[src/rtl/counter_event_rx.sv]
// counter_event_rx: destination-domain receiver for a four-phase req/ack
// event handshake. Synchronizes the request, emits one pulse per accepted
// event, returns the acknowledge level and counts events with wrap or
// saturate behaviour plus a sticky overflow flag.
module counter_event_rx #(
  parameter int SYNC_STAGES = 2,
  parameter int CNT_W       = 16,
  parameter int SATURATE    = 0
) (
  input  logic             i_clk,
  input  logic             i_rstn,
  input  logic             i_req,
  output logic             o_ack,
  output logic             o_pulse,
  output logic             o_busy,
  input  logic             i_cnt_clr,
  output logic [CNT_W-1:0] o_count,
  output logic             o_overflow
);

  localparam logic [0:0]       ST_IDLE = 1'b0;
  localparam logic [0:0]       ST_ACK  = 1'b1;
  localparam logic [CNT_W-1:0] CNT_ONE = CNT_W'(1);
  localparam logic [CNT_W-1:0] CNT_MAX = '1;

  logic [SYNC_STAGES-1:0] sync_q, sync_d;
  logic [0:0]             state_q, state_d;
  logic                   ack_q, ack_d;
  logic                   pulse_q, pulse_d;
  logic [CNT_W-1:0]       count_q, count_d;
  logic                   ovf_q, ovf_d;
  logic                   req_s;
  logic                   event_w;

  // Synchronizer chain: i_req only ever feeds the first stage.
  assign sync_d[0] = i_req;
  for (genvar gi = 1; gi < SYNC_STAGES; gi++) begin : g_sync
    assign sync_d[gi] = sync_q[gi-1];
  end
  assign req_s = sync_q[SYNC_STAGES-1];

  // An event is accepted only when a synchronized request is seen in IDLE.
  assign event_w = (state_q == ST_IDLE) && req_s;

  // Handshake FSM: ack follows the next state, pulse marks IDLE->ACK.
  always_comb begin
    state_d = state_q;
    case (state_q)
      ST_IDLE: if (req_s)  state_d = ST_ACK;
      ST_ACK:  if (!req_s) state_d = ST_IDLE;
      default: state_d = ST_IDLE;
    endcase
    ack_d   = (state_d == ST_ACK);
    pulse_d = event_w;
  end

  // Event counter: a clear coinciding with an event still counts that event.
  always_comb begin
    count_d = count_q;
    ovf_d   = ovf_q;
    if (i_cnt_clr) begin
      ovf_d   = 1'b0;
      count_d = event_w ? CNT_ONE : '0;
    end else if (event_w) begin
      if (count_q == CNT_MAX) begin
        ovf_d   = 1'b1;
        count_d = (SATURATE != 0) ? CNT_MAX : '0;
      end else begin
        count_d = count_q + CNT_ONE;
      end
    end
  end

  // State registers; everything clears asynchronously so ack drops at once.
  always_ff @(posedge i_clk or negedge i_rstn) begin
    if (!i_rstn) begin
      sync_q  <= '0;
      state_q <= ST_IDLE;
      ack_q   <= 1'b0;
      pulse_q <= 1'b0;
      count_q <= '0;
      ovf_q   <= 1'b0;
    end else begin
      sync_q  <= sync_d;
      state_q <= state_d;
      ack_q   <= ack_d;
      pulse_q <= pulse_d;
      count_q <= count_d;
      ovf_q   <= ovf_d;
    end
  end

  assign o_ack      = ack_q;
  assign o_pulse    = pulse_q;
  assign o_busy     = (state_q == ST_ACK);
  assign o_count    = count_q;
  assign o_overflow = ovf_q;

endmodule

[config.mk]
export PLATFORM = sky130hd
export DESIGN_NAME = counter_event_rx
export DESIGN_NICKNAME = d
export VERILOG_FILES = /design/src/rtl/counter_event_rx.sv
export SDC_FILE = /design/constraint.sdc
export NUM_CORES = 1
export LEC_CHECK = 0
export BUFFER_PORTS_ARGS = -buffer_cell sky130_fd_sc_hd__buf_2
export CORE_MARGIN = 2
export CORE_UTILIZATION = 56
export DETAILED_ROUTE_END_ITERATION = 12
export PLACE_DENSITY = 0.87
export SLEW_MARGIN = 20
export SYNTH_ARGS = -nofsm -noshare
export SYNTH_HDL_FRONTEND = slang
export SYNTH_SLANG_ARGS = --single-unit
[constraint.sdc]
create_clock -name i_clk -period 2.8 [get_ports i_clk]
set_clock_uncertainty 0.1 [all_clocks]
set_input_delay 0.56 -clock i_clk [delete_from_list [all_inputs] [get_ports i_clk]]
set_output_delay 0.56 -clock i_clk [all_outputs]
set_load 0.01 [all_outputs]
Yosys cells after proc, flatten, opt, wreduce, memory -nomap -nowiden
Cells that the tools add are included.
{"block": "word_totals", "output_inout_bits": 20, "ff_bits": 21}
{"block": "classes", "n_eq_ne": 1, "n_reduce_logical": 4, "mux": 8, "bitwise_logic": 1, "n_addsub": 1}
{"operator": "16-bit 2-to-1 mux", "count": 3}
{"operator": "16-bit by 1-bit adder with 16-bit output, second input constant", "count": 1}
{"operator": "16-bit equality test, second input constant", "count": 1}
{"operator": "1-bit 2-to-1 mux", "count": 5}
{"operator": "2-bit nonzero test", "count": 2}
{"operator": "2-bit AND reduction", "count": 1}
{"operator": "1-bit logical AND", "count": 1}
{"operator": "1-bit NOT", "count": 1}

Logic depth before layout (Yosys ltp)
Gate-level depths: netlist of run 1.
{"block": "depth", "word_depth": 4, "ltp_mapped": 6}

Worst setup path after synthesis of run 1
OpenSTA, ideal clock, no wires.
{"block": "synth_timing", "path_type": "input to register", "from": "input i_cnt_clr", "to": "register count_q[4] (netlist: o_count[4])", "n_path_buf": 2, "t_arrival_ns": 1.353, "path_slack_ns": 1.219, "stages": 5, "path_cell_list": "buf_2 -> clkbuf_1 -> o21ai_0 -> xor2_1 -> nor2_1"}
{"block": "synth_via", "elab_chain_cells": 1, "word_cells_on_any_way": 2, "classes_between": "1 x mux; 1 x reduce/logical"}
{"item": "start, declared", "line": "16", "text": "input logic i_cnt_clr,"}
{"item": "16-bit 2-to-1 mux or 2-bit nonzero test (tied branches)"}
{"item": "end signal, assigned", "line": "88", "text": "count_q <= count_d;"}
{"item": "end, declared", "line": "30", "text": "logic [CNT_W-1:0] count_q, count_d;"}
Several ways; a longest one is shown, not always the timed one.
A chain may end at the register's enable or synchronous reset.

Worst setup path after layout of run 1
{"block": "layout_timing", "from": "register count_q[4] (netlist: o_count[4])", "to": "register count_q[6] (netlist: o_count[6])"}
{"block": "layout_via", "elab_chain_cells": 4, "word_cells_on_any_way": 5, "classes_between": "1 x add/sub; 1 x eq/ne; 3 x mux"}
{"item": "16-bit by 1-bit adder with 16-bit output or 16-bit equality test (tied branches)", "line": "69, 65"}
{"item": "16-bit 2-to-1 mux *", "line": "65", "text": "if (count_q == CNT_MAX) begin"}
{"item": "16-bit 2-to-1 mux *", "line": "64", "text": "end else if (event_w) begin"}
{"item": "16-bit 2-to-1 mux *", "line": "61", "text": "if (i_cnt_clr) begin"}
Every way passes the cells marked *; elsewhere a longest branch is shown, timed or not. The select of a mux whose other input is x is not followed.

==> results of run 1 <==
==> sequential cells by signal (all words and copies together), names as in the netlist <==
register	cells
o_count	16
o_overflow	1
o_ack	1
sync_q	2
o_pulse	1
==> cell usage after synthesis, drive strengths merged <==
cell / number
clkbuf: 1
xor2: 10
and4: 5
nand3: 4
o21ai: 4
nor2: 11
nand2b: 1
inv: 3
nand2: 6
o22ai: 1
dfrtp: 21
mux2i: 1
o2111ai: 4
buf: 4
a31oi: 1
o21a: 1
a21oi: 5
nand4: 3
or3: 3
nor4: 1
o211ai: 4
ha: 1
and3: 3
==> cells by family (layout without fill, tap and decap cells) <==
logic type	count (synthesis)	in the layout
compound gates	20	20
xor+xnor	10	10
fa+ha+maj	1	1
buf+inv	8	30
flops	21	21
mux	1	1
simple gates	37	37
==> area by class of cell <==
cell class              count  area [um^2]
fillers                   144          544
flip-flops and latches     21          526
multi-input cells          69          492
repair buffers             23          115
well taps                  25         31.3
clock buffers               4         26.3
inverters                   3         11.3
==> metrics by stage <==
stage / std cells / hold WS (ps)
floorplan: 98 / 164
global placement: 141 / 243
detailed placement: 141 / 238
CTS: 145 / 103
global route: 145 / 129
finish: 145 / 89.1
==> worst register-to-register path: stages, from the launching register on <==
cell     delay [ps]
dfrtp_1         430
and4_1          450
nand4_2         230
o21ai_4         320
nor2_1          100
==> how the worst max path moves through the flow <==
stage | cells after the start | slack, ps | start | end
after CTS | 4 | 1030 | o_count[4] | o_count[6]
final | 4 | 1040 | o_count[4] | o_count[6]
after global placement | 4 | 1120 | o_count[4] | o_count[7]
after detailed placement | 4 | 1050 | o_count[4] | o_count[6]
after global routing | 4 | 920 | o_count[4] | o_count[8]
after floorplan | 5 | 1220 | i_cnt_clr | o_count[4]
==> power groups by stage <==
stage / clock (W) / combinational (W) / sequential [W]
global placement: 0 / 0.0000382 / 0.000321
global route: 0.000156 / 0.0000426 / 0.000317
floorplan: 0 / 0.0000205 / 0.000323
CTS: 0.000147 / 0.0000384 / 0.000315
detailed placement: 0 / 0.0000381 / 0.000321
finish: 0.000141 / 0.0000377 / 0.000315
==> metal layers <==
metal  track usage, %  routed length, um  vias to the layer above  part of all wire [%]
met2             35.1                995                       19                    49
met4             10.0                 21                        0                   1.0
met1             26.6                943                      388                    46
li1                 -                  -                      400                     -
met5                0                  0                        -                     0
met3             2.26                 73                        2                   3.6
==> results.txt, run 1 <==
- STA classifies the critical path endpoint as a register.
- Slowest cell on the critical path: and4_1
* Post-detailed-route wirelength per cell: about 14 um
- Data arrival, critical path: 1840 ps
* Startpoint of the most critical register-to-register path: o_count[4]
- The area growth from synthesis to layout is 13.2%.
* Period utilisation layout: a little over three fifths
- H-tree lvl count: 1
- The critical path goes through and4_1 -> nand4_2 -> o21ai_4 -> nor2_1.
- For this configuration, the core starts out at a cell density of about three fifths.
- Final setup TNS: 0 ps
* Seq/Total Area, Yosys: 49.5%
- The analysis attributes to net switching a power of 0.000119 W.
* Post-detailed-placement cell area: ~1200 um^2
- After clock tree synthesis, the clock-pin slew on the worst setup and hold paths is around 110 ps.
- Weighted congestion at the end of routability-driven global placement: between 0.7 and 0.8
- Top cell type's share of synthesized area: 49.5%
- Of the total synthesized cell area, the portion taken by AND, OR, NAND and NOR gates is about a fifth.
* Height of the die: between 40 and 50 um
- Number of nets at the end of the flow: around 130
- Summed over all cells, the static leakage comes to 0.581 nW.
- In this run the clock root is driven by a clkbuf_4.
- Clock tree synthesis found a total of 21 sinks.
- FF-to-FF End: o_count[6]
- Multiplexer share of the synthesized area: less than 1%
- Top cells by area in the synthesized netlist: dfrtp_1 50%, xor2_1 8.3%, o211ai_4 4.0%
- Synthesized instance count: 98
* Number of unique standard cell types used by synthesis: 31
- Post-synth net total: around 100
* First drt pass iteration count: 4
- Cells fill 68.8% of the core in the end.
- Net switching is 24.0% of the power.
* Cell Pwr Density: ~400 nW/um^2
* Maximum count of clock buffers along a single path: 2
- The worst path needs between 1500 and 2000 ps of the cycle, external delays included.
- The cell family contributing the most delay on the critical path is simple AND/OR/NAND/NOR gates.
- Post-CTS setup repair buffer count: 0
* Xor/xnor cell area share of the yosys netlist: 8.25%
* Port Buf Inserts: 23
* Flip-flop and latch count after synthesis: 21
- Measured in cells, the most critical reg-to-reg path has a length of 4.
- Most frequent standard cell in the layout excluding fill and tap cells: buf_2
- In this design, the stage delay of the slowest critical-path cell is between 400 and 500 ps.
- Dividing the synthesized area by the synthesized cell count gives between 10 and 15 um^2.
- Fraction of power consumed by combinational cells: 7.6%
* Placeable Area: roughly 1700 um^2
- Post-synthesis adder-cell area fraction: about 1.2%
* Fraction of power consumed by sequential logic: ~64%
- Complex-gate fraction of the synthesized area: between 10% and 20%
- TritonCTS built the clock tree.
- The first global-routing pass estimated 3210 um of wire.
- During I/O placement, the number of pins put on the boundary was 24.
- At the placement stage, the worst setup path has a slack of between 1000 and 1500 ps.
- The run finished with clean final reports.
* Source-to-sink clock delay at the later pin of the worst-skew pair: around 300 ps
- Diode insertion count for antenna repair: 0
- Headroom to the max-slew limit came out at between 60 and 70%.
* Cell Rows: 15
- Cells with a size suffix above 1 make up 28.3% of the layout.
- Derived from the worst setup path, the maximum achievable clock frequency is 0.569 GHz.
* Number of setup violations in the final report: 0
- The HPWL after detailed placement is roughly 1500 um.
- Internal power contribution: 0.000375 W
* Number of global-route vias before repair: 717
- Required time of the critical path: 2880 ps
- The count of pins over their slew limit came to 0.
- Of all nets on the critical path, the largest fanout is 10.
- After synthesis, the largest family of logic cells by area is simple AND/OR/NAND/NOR gates.
- By startpoint and endpoint, the worst setup path is classified as register to register.
- DIE AREA: 2260 um^2
- After clock tree synthesis, the flow added hold-fix buffers numbering 0.
- Together, buffers and inverters on the worst path number 0.
- Setup slack of the critical path after layout: about 1000 ps
* Final cell area excluding filler cells: 1200 um^2
* Die outline width: 47.5 um
* Antenna Violating Nets Remaining: 0
* Setup repair after global routing missed its margin: no
* Largest net degree at the start of global routing: 22
* Class of the worst hold path: input pin to async pin
* Total global-route track usage: between 20% and 30%
* Vias per cell: between 5 and 6
- Fin. Hold Viols: 0
- The synthesized design spends more area on one cell type than any other, namely dfrtp_1.
- Global routing finished with a remaining overflow of 0.
* Detailed-route via count: a little over 800
* Startpoint type of the worst setup path: register
* Peak ir drop on the vdd network: 0.000367 V
* Cell area after synthesis: around 1100 um^2
* Number of buffers created by CTS: 3
* Total Power Consumption: between 0.0004 and 0.0005 W
* Number of gates given a new drive strength after cts: 0
* Initial antenna violation count: 0
- In the layout the commonest cells are 23 x buf_2, 21 x dfrtp_1, 11 x nor2_1.
- For this run, the number of Yosys warnings is 0.
* Transition time at the pin with the least slew margin: roughly 450 ps
- In this run the register-to-register setup slack is ~1000 ps.
* Detailed-route wire length: around 2000 um
- The clock network accounts for between 20% and 30% of the total power.
- DRC viols: 0
- Number of DRC violations after detailed-routing iteration 0: 10
- Max Cap Viol: 0
Power figures use the tool's default switching activity.
==> run 2: changes to the inputs <==
- ABC_AREA: unset -> 1
- CORE_UTILIZATION: 56 -> 48
- PLACE_DENSITY: 0.87 -> 0.79
- clock period: 2.8 -> 1.6 ns (I/O delays scaled with it)
==> run 2 against run 1 <==
Final cell count grew 46%. Die area rose by 23%. First-iteration DRC count grew to 3.5 times the previous value. Utilization down 6.1 points. Non-clock buffer count up 8. Clock power up 100%. Register-to-register slack lost 960 ps. Power increased by 95%. Worst hold slack lost 18 ps. Wire length increased by 37%. Cell area up 17%. Critical path type unchanged. Largest power group unchanged. Highest routed layer unchanged.
==> results.txt, run 2 <==
- Hold path startpoint: i_cnt_clr
- Together, buffers and inverters on the worst path number 1.
- Max Slew Vio Count: 0
* Total gr overflow: 0
- At the placement stage, the worst setup path has a slack of around 79 ps.
* FF-to-FF End: o_count[4]
* Fill count: 210
- Post-synthesis cell type with the largest combined area: dfrtp_1
* Flip-flop and latch count after synthesis: 21
* Detailed-route via count: between 1000 and 1500
* Data arrival, critical path: about 1700 ps
- DIE AREA: between 2000 and 3000 um^2
- Largest net degree at the start of global routing: 22
- Summed over all failing endpoints, the final setup total negative slack is 0 ps.
* Cells along the critical path: ha_4 -> nand2_2 -> nor2_4 -> nand2_2 -> o21ai_2 -> nand2_2 -> inv_4 -> nor2_1
- Diode insertion count for antenna repair: 0
- Summing all non-filler instances in the final layout gives an area of between 1000 and 1500 um^2.
- Critical path's most frequent cell: nand2_2
* Post-synth net total: 154
- Worst setup slack for register-to-register paths: a little under 80 ps
- Maximum count of clock buffers along a single path: 2
* Highest-count cells in the layout ignoring fill and taps: 36 x nand2_1, 24 x nor2_1, 23 x buf_2
- Leak: about 0.7 nW
- In this run, distinct cell masters in the synthesized netlist total 22.
- In the synthesized netlist, the number of instances is approximately 150.
- The number of global-route vias before repair came to 964.
* Required time of the critical path: between 1500 and 2000 ps
* Clock root buffer master: clkbuf_4
- At the pin with the least slew margin, the transition time is between 400 and 500 ps.
- Averaged over all synthesized cells, the footprint is approximately 7.7 um^2.
* Setup repair after global routing missed its margin: no
- After the last flow step, the layout net total stands at 189.
* Growth of design area from synthesis to finish: 22.4%
- Summing all multi-input logic gate instances after layout gives about 550 um^2.
- For this run, the detailed router's first-pass iteration total came to 6.
- For this design the ratio of total power to cell area is roughly 690 nW/um^2.
- The worst register-to-register path begins at o_count[0].
- Top cells by area in the synthesized netlist: dfrtp_1 46%, nand2_1 12%, nor2_1 7.9%
- Clock-pin slew was measured on the worst setup and hold paths at between 100 and 150 ps.
* Number of buffers created by CTS: 3
- Top cell type's share of synthesized area: approximately 46%
- Yosys warning total: 0
- Share of synthesized registers carrying an async set or reset: 100%
- Number of enable-type register cells in the synthesized netlist: 0
- For this design, the sink count on the clock tree is 21.
- Global-route wire length before repair: 4420 um
- Cell area after synthesis: between 1000 and 1500 um^2
- The library cell used most frequently in the layout, excluding fill and tap cells, is nand2_1.
- The register with the most flip-flops in the layout has 16 of them.
- Height of the die: about 53 um
* Final critical delay including setup and external delays: around 1500 ps
- Number of placed I/O pins: 24
- The worst setup path is of the register to register kind.
- Counting instances in the post-synthesis netlist gives the leading cell types as 37 x nand2_1, 24 x nor2_1, 21 x dfrtp_1, 14 x inv_1, 13 x nand3_1.
- Summing all placed instances gives a cell area of roughly 1300 um^2.
- Number of setup violations in the final report: 0
* Half-perimeter wire length after placement: 1960 um
* TritonCTS clock tree: done
- In this run the tightest slew margin relative to its limit is 68.4%.
- Fraction of final layout cells sized beyond drive strength 1: slightly below 30%
- Source-to-sink clock delay at the later pin of the worst-skew pair: ~330 ps
- Setup slack of the critical path after layout: 78.0 ps
* Startpoint type of the worst setup path: register
- Placeable Area: approximately 2200 um^2
- The min-delay analysis places its worst path in the category input pin to register.
* Total global-route track usage: between 20% and 30%
* Period utilisation layout: about 95%
- Cell Rows: 17
- CTS built an H-tree with a depth of 1.
- STA classifies the critical path endpoint as a register.
- The number of antenna violations at the first check in global routing is 0.
- Buffers placed on the I/O ports in this run total 23.
* Slowest cell on the critical path: dfrtp_1
- In this run the horizontal extent of the chip is 52.8 um.
* DRC viols: 0
- Family of cells with the greatest summed delay on the critical path: simple AND/OR/NAND/NOR gates
* Fmax: ~0.66 GHz
- The worst hold path terminates at o_overflow.
- Seq/Total Area, Yosys: a little under half
- Across the whole layout, storage elements account for around 530 um^2.
- Slowest Stage Delay on Critical Path: around 440 ps
- Fin. Hold Viols: 0
* Vias per cell: 5.23
- Detailed-route wire length: approximately 2800 um
* Peak ir drop on the vdd network: 0.000631 V
- Crit path from: o_count[0]
- CP max FO: 5
* Number of DRC violations after detailed-routing iteration 0: 35
- Weighted congestion at the end of routability-driven global placement: 0.833
* Most used standard cell by instance count after synthesis: nand2_1
- The worst hold path was traced through 2 stages.
* Post-detailed-route wirelength per cell: between 10 and 15 um
- Max Cap Viol: 0
- Result of the run: completed
* Commonest register cell after synthesis: dfrtp_1
* Antenna Violating Nets Remaining: 0
* Initial Utilization: about 50%
- For the worst flop-to-flop path, the logic depth is 8.
-- run 2: cell count changes in the layout (fill, tap and decap cells not counted), sizes merged, moves of 6 or more --
cell	before	now
inv	3	17
buf	23	29
nand3	4	14
xor2	10	0
nor2	11	32
nand2	6	41
-- run 2: kinds of logic after synthesis --
kind of cell	count (synthesis)	synth area share, %
adder cells (fa/ha/maj)	1	1.09
AND/OR/NAND/NOR	92	37.2
XOR/XNOR	1	0.766
AO/OA/AOI/OAI	15	7.66
flip-flops	21	46.0
buffers and inverters	19	7.33
-- run 2: power by group --
| group | internal [W] | leakage [nW] | switching (W) | total, W |
|---|---|---|---|---|
| Combinational | 0.0000477 | 0.410 | 0.0000719 | 0.000120 |
| Clock | 0.0000959 | 0.0139 | 0.000189 | 0.000285 |
| Sequential | 0.000545 | 0.283 | 0.0000155 | 0.000561 |
-- run 2: per-layer routing --
| layer | vias to the layer above | part of all wire (%) | track usage, % |
|---|---|---|---|
| li1 | 540 | - | - |
| met1 | 529 | 45 | 29.7 |
| met2 | 28 | 47 | 34.0 |
| met3 | 7 | 4.4 | 4.57 |
| met4 | 0 | 3.1 | 12.8 |
| met5 | - | 0 | 0 |
-- run 2: how the worst max path moves through the flow --
stage            endpoint  slack [ps]  depth (start not counted)
3_3_place_gp   o_count[7]         150                          8
2_1_floorplan  o_count[7]         120                          8
6_report       o_count[4]          80                          8
5_1_grt        o_count[7]           6                          8
4_1_cts        o_count[7]          60                          8
3_5_place_dp   o_count[7]          80                          8
-- run 2: timing repair --
action                                  4_1_cts  5_1_grt
buffers inserted                              0        2
hold buffers                                  2        0
gates resized for setup                       0        5
endpoints found under the hold margin        22        0
endpoints found under the setup margin        0       11
-- run 2: per-stage QoR --
step | instances | hold slack, ps | power, W | util (%)
3_3_place_gp | 202 | 198 | 0.000669 | 58.6
6_report | 211 | 71.1 | 0.000965 | 62.7
2_1_floorplan | 149 | -75.6 | 0.000625 | -
3_5_place_dp | 202 | 207 | 0.000673 | 58.6
5_1_grt | 211 | 66.2 | 0.00101 | 62.7
4_1_cts | 208 | 68.4 | 0.000951 | 60.8
-- run 2: area by class of cell --
cell class | count | share of cell area, %
timing repair inverter | 1 | 0.447
inverter | 17 | 4.92
sequential | 21 | 37.5
multi-input combinational | 109 | 39.6
tap | 28 | 2.50
clock inverter | 1 | 0.536
clock buffer | 3 | 1.61
timing repair buffer | 31 | 12.9
